## src/rtl/controlador_busca_multicanal.sv

```systemverilog
// Search controller for the path-finding core: init, active check,
// multi-channel expand, path build, hand-off, with abort/limit/watchdog.
// Ports: clk, rst_n; iniciar_in, abortar_in, tem_ativo_in,
//   canal_habilitado_in[N], lvv_pronto_in[N], caminho_pronto_in, lido_in;
//   aguardando_out, iniciar_out, tem_ativo_out, expandir_out[N],
//   construir_caminho_out, caminho_pronto_out, erro_out,
//   codigo_erro_out[2], iteracoes_out[ITER_WIDTH].
module controlador_busca_multicanal #(
  parameter int N_CANAIS       = 4,
  parameter int ITER_WIDTH     = 16,
  parameter int MAX_ITER       = 1000,
  parameter int TIMEOUT_WIDTH  = 12,
  parameter int TIMEOUT_CICLOS = 4000
) (
  input  logic                  clk,
  input  logic                  rst_n,
  input  logic                  iniciar_in,
  input  logic                  abortar_in,
  input  logic                  tem_ativo_in,
  input  logic [N_CANAIS-1:0]   canal_habilitado_in,
  input  logic [N_CANAIS-1:0]   lvv_pronto_in,
  input  logic                  caminho_pronto_in,
  input  logic                  lido_in,
  output logic                  aguardando_out,
  output logic                  iniciar_out,
  output logic                  tem_ativo_out,
  output logic [N_CANAIS-1:0]   expandir_out,
  output logic                  construir_caminho_out,
  output logic                  caminho_pronto_out,
  output logic                  erro_out,
  output logic [1:0]            codigo_erro_out,
  output logic [ITER_WIDTH-1:0] iteracoes_out
);

  typedef enum logic [2:0] {
    IDLE,
    INICIALIZAR,
    TEM_ATIVO,
    EXPANDIR,
    CONSTRUIR,
    PRONTO,
    ERRO
  } estado_t;

  localparam logic [ITER_WIDTH-1:0] L_MAX =
    ITER_WIDTH'(MAX_ITER);
  localparam logic [TIMEOUT_WIDTH-1:0] L_TMO =
    TIMEOUT_WIDTH'(TIMEOUT_CICLOS - 1);

  estado_t                r_estado;
  estado_t                w_prox;
  logic [ITER_WIDTH-1:0]  r_iter;
  logic [TIMEOUT_WIDTH-1:0] r_wd;
  logic [N_CANAIS-1:0]    r_pend;
  logic [N_CANAIS-1:0]    r_exp;
  logic [1:0]             r_cod;

  logic                   w_cod_set;
  logic [1:0]             w_cod_val;
  logic                   w_temporizado;
  logic                   w_abortavel;
  logic                   w_entra_exp;

  always_comb begin
    w_temporizado = (r_estado == INICIALIZAR) ||
                    (r_estado == EXPANDIR) ||
                    (r_estado == CONSTRUIR);
    w_abortavel = w_temporizado || (r_estado == TEM_ATIVO);
  end

  always_comb begin
    w_prox    = r_estado;
    w_cod_set = 1'b0;
    w_cod_val = 2'b00;
    if (iniciar_in) begin
      w_prox = INICIALIZAR;
    end else if (abortar_in && w_abortavel) begin
      w_prox    = ERRO;
      w_cod_set = 1'b1;
      w_cod_val = 2'b01;
    end else if (w_temporizado && (r_wd == L_TMO)) begin
      w_prox    = ERRO;
      w_cod_set = 1'b1;
      w_cod_val = 2'b11;
    end else begin
      case (r_estado)
        INICIALIZAR: if (tem_ativo_in) w_prox = TEM_ATIVO;
        TEM_ATIVO: begin
          if (!tem_ativo_in) begin
            w_prox = CONSTRUIR;
          end else if (r_iter == L_MAX) begin
            w_prox    = ERRO;
            w_cod_set = 1'b1;
            w_cod_val = 2'b10;
          end else if (canal_habilitado_in == '0) begin
            w_prox    = ERRO;
            w_cod_set = 1'b1;
            w_cod_val = 2'b00;
          end else begin
            w_prox = EXPANDIR;
          end
        end
        // A pulse arriving this very cycle already counts.
        EXPANDIR:
          if ((r_pend & ~lvv_pronto_in) == '0) w_prox = TEM_ATIVO;
        CONSTRUIR: if (caminho_pronto_in) w_prox = PRONTO;
        PRONTO:    if (lido_in) w_prox = IDLE;
        ERRO:      if (lido_in) w_prox = IDLE;
        default:   w_prox = r_estado;
      endcase
    end
  end

  assign w_entra_exp = (r_estado == TEM_ATIVO) &&
                       (w_prox == EXPANDIR);

  always_ff @(posedge clk or negedge rst_n) begin
    if (!rst_n) begin
      r_estado <= IDLE;
      r_iter   <= '0;
      r_wd     <= '0;
      r_pend   <= '0;
      r_exp    <= '0;
      r_cod    <= 2'b00;
    end else begin
      r_estado <= w_prox;
      r_exp    <= w_entra_exp ? canal_habilitado_in : '0;
      if (iniciar_in)
        r_iter <= '0;
      else if (w_entra_exp)
        r_iter <= r_iter + ITER_WIDTH'(1);
      if (iniciar_in)
        r_cod <= 2'b00;
      else if (w_cod_set)
        r_cod <= w_cod_val;
      // iniciar_in in INICIALIZAR restarts the watchdog too.
      if (iniciar_in || (w_prox != r_estado))
        r_wd <= '0;
      else if (w_temporizado)
        r_wd <= r_wd + TIMEOUT_WIDTH'(1);
      else
        r_wd <= '0;
      if (w_entra_exp)
        r_pend <= canal_habilitado_in;
      else if (w_prox == EXPANDIR)
        r_pend <= r_pend & ~lvv_pronto_in;
      else
        r_pend <= '0;
    end
  end

  assign aguardando_out        = (r_estado == IDLE);
  assign iniciar_out           = (r_estado == INICIALIZAR);
  assign tem_ativo_out         = (r_estado == TEM_ATIVO);
  assign construir_caminho_out = (r_estado == CONSTRUIR);
  assign caminho_pronto_out    = (r_estado == PRONTO);
  assign erro_out              = (r_estado == ERRO);
  assign expandir_out          = r_exp;
  assign codigo_erro_out       = r_cod;
  assign iteracoes_out         = r_iter;

endmodule

```

## config.mk

```make
export PLATFORM = sky130hd
export DESIGN_NAME = controlador_busca_multicanal
export DESIGN_NICKNAME = d
export VERILOG_FILES = /design/src/rtl/controlador_busca_multicanal.sv
export SDC_FILE = /design/constraint.sdc
export NUM_CORES = 1
export LEC_CHECK = 0
export CAP_MARGIN = 10
export CELL_PAD_IN_SITES_DETAIL_PLACEMENT = 0
export CELL_PAD_IN_SITES_GLOBAL_PLACEMENT = 2
export CORE_ASPECT_RATIO = 1.75
export CORE_UTILIZATION = 35
export CTS_CLUSTER_DIAMETER = 120
export DETAILED_ROUTE_END_ITERATION = 8
export GPL_ROUTABILITY_DRIVEN = 0
export PLACE_DENSITY_LB_ADDON = 0.1
export SLEW_MARGIN = 5
export SYNTH_ARGS = -nofsm -noshare
export SYNTH_HDL_FRONTEND = slang
export SYNTH_SLANG_ARGS = --single-unit
```

## constraint.sdc

```tcl
create_clock -name clk -period 3.5 [get_ports clk]
set_clock_uncertainty 0.05 [all_clocks]
set_input_delay 1.05 -clock clk [delete_from_list [all_inputs] [get_ports clk]]
set_output_delay 1.05 -clock clk [all_outputs]
set_load 0.02 [all_outputs]
```

==> results.sh <==
export IMPL_clock_path_buffers=2
export IMPL_synth_top_area_frac=0.439
export IMPL_ys_seq_elements=41
export IMPL_outcome="complete, no violations"
export IMPL_async_flop_share=1.00
export IMPL_h_tree_depth=2
export IMPL_die_w_um=63.8
export IMPL_slew_violations=0
export IMPL_die_height_um=110
export IMPL_worstSetupEndpoint="tem_ativo_out"
export IMPL_ant_nets=0
export IMPL_diodes=0
export IMPL_cts_hold_buf=0
export IMPL_numCtsBuffers=5
export IMPL_final_util=0.470
export IMPL_cap_violations=0
export IMPL_start_kind="register"
export IMPL_hold_violations=0
export IMPL_cts_root_buf="clkbuf_16"
export IMPL_syn_area_um2=2340
export IMPL_required_ps=2400
export IMPL_clock_sinks=41
export IMPL_critPathArrivalTime_ps=2050
export IMPL_final_area_um2=3050
export IMPL_synth_seq_area_share=0.439
export IMPL_dp_cells=368
export IMPL_groute_usage_overall=0.189
export IMPL_powerDensity_nw_per_um2=429
export IMPL_fmax_ghz=0.318
export IMPL_first_iter_violations=123
export IMPL_dpl_cell_area_um2=2860
export IMPL_crit_reg2reg_launch="r_estado[1]"
export IMPL_rsz0062_at_grt="no"
export IMPL_grt_pass1_vias=2012
export IMPL_worst_pin_slew_ps=940
export IMPL_fin_crit_ps=3150
export IMPL_critPathLaunch="r_estado[1]"
export IMPL_grt_max_degree=42
export IMPL_path_clk_slew_ps=60
export IMPL_synthFlopType="dfrtp_1"
export IMPL_synth_largest_area_cell="dfrtp_1"
export IMPL_synth_edf_count=0
export IMPL_io_pins=43
export IMPL_dp_slack_ps=172
export IMPL_reg2reg_to="iteracoes_out[10]"
export IMPL_ir_drop_v=0.000300
export IMPL_via_count=2059
export IMPL_r2r_slack_ps=780
export IMPL_cts_resized=0
export IMPL_dieArea_um2=7020
export IMPL_cts_setup_buffers=0
export IMPL_synth_area_top_cells="dfrtp_1 (44%), a21oi_1 (3.9%), nor4_1 (3.7%)"
export IMPL_core_um2=6490
export IMPL_grt_overflow=0
export IMPL_p_total_mw=1.31
export IMPL_start_util=0.360
export IMPL_avgViaCountPerCell=5.48
export IMPL_hold_path_class="register to register"
export IMPL_yosysWarnings=0
export IMPL_nets=311
export IMPL_drive_gt1_frac=0.0986
export IMPL_area_growth_pct=30.5
export IMPL_synth_cell_type_count=53
export IMPL_portBuffers=42
export IMPL_firstDrtPassIters=4
export IMPL_leakagePower_nw=1.17
export IMPL_setup_tns_ps=0
export IMPL_clkLatencyLatePin_ps=280
export IMPL_core_rowCount=39
export IMPL_nFillCells=644
export IMPL_hold_worst_slack_ps=457
export IMPL_finalNonFillerCells=376
export IMPL_synth_avg_cell_area_um2=9.46
export IMPL_netlist_instances=247
export IMPL_finalSetupViolCount=0
export IMPL_slew_headroom=0.373
export IMPL_final_setup_worst_slack_ps=355
export IMPL_worst_path_max_fanout=15
export IMPL_antenna_found_initial=0
export IMPL_worstSetupPathType="register to primary output"
export IMPL_reg2reg_depth=5
export IMPL_grt_pass1_wl_um=10100
export IMPL_post_drt_wl_per_cell_um=15.9
export IMPL_cts_tree="done"
export IMPL_drc=0
export IMPL_hpwl_um=4360
export IMPL_synth_fp_nets=265
export IMPL_period_share=0.899
export IMPL_wirelength_um=5990
export IMPL_crit_path_end_kind="primary output"
export IMPL_layout_common_cells="dfrtp_1 (41), clkdlybuf4s50_1 (41), nor2_1 (18), a21oi_1 (18)"
[power by group]
group | total [mW] | internal [mW] | leakage (nW) | switching [mW]
Sequential | 0.506 | 0.483 | 0.567 | 0.0224
Combinational | 0.211 | 0.0865 | 0.513 | 0.124
Clock | 0.592 | 0.407 | 0.0938 | 0.184
Total | 1.31 | 0.977 | 1.17 | 0.331
[layer usage]
metal | global-route usage | part of all wire | wire length, um | vias up
met5 | 0 | 0 | 0 | -
met4 | 0.0812 | 0.021 | 127 | 0
li1 | - | - | - | 1004
met1 | 0.225 | 0.41 | 2470 | 999
met2 | 0.332 | 0.54 | 3230 | 45
met3 | 0.0298 | 0.026 | 158 | 11
[cells by family after synthesis]
family                   count (synthesis)  share of synthesized area
AO/OA/AOI/OAI                           49                      0.140
XOR/XNOR                                11                     0.0412
adder cells (fa/ha/maj)                  5                     0.0246
buffers and inverters                   23                     0.0460
flip-flops                              41                      0.439
multiplexers                             4                     0.0177
AND/OR/NAND/NOR                        114                      0.291
[cell type report]
class	count	area [um^2]	share of cell area
clock buffers	5	125	0.0410
well taps	82	103	0.0336
flip-flops and latches	41	1030	0.336
inverters	10	37.5	0.0123
clock inverters	3	65.1	0.0213
repair buffers	52	490	0.161
multi-input cells	183	1200	0.395
[how the worst min path moves through the flow]
stage	start	to	slack, ps	depth (start not counted)
5_1_grt	r_wd[0]	r_wd[0]	500	1
6_report	r_wd[0]	r_wd[0]	460	1
2_1_floorplan	r_wd[0]	r_wd[0]	410	1
4_1_cts	r_wd[0]	r_wd[0]	460	1
3_5_place_dp	r_wd[0]	r_wd[0]	450	1
3_3_place_gp	r_wd[0]	r_wd[0]	440	1
[registers in the layout (all words and copies together) (netlist names)]
signal and flops:
codigo_erro_out 2, iteracoes_out 16, r_estado 3, r_wd 12, r_pend 4, expandir_out 4
[synthesized netlist by cell type (5+ instances only)]
cell type,instances
inv_1,10
clkbuf_1,6
nor4_1,14
xnor2_1,6
nor2_1,18
or4_1,6
o21ai_0,10
dfrtp_1,41
a21oi_1,18
or3_1,5
nand2b_1,6
nand2_1,14
xor2_1,5
nand4_1,8
nand3_1,10
[worst max-delay path, cell delays in order (launching register included)]
cell             delay, ps
dfrtp_1                610
nor3b_2                470
clkdlybuf4s50_1        680
(Power assumes the default switching activity.)
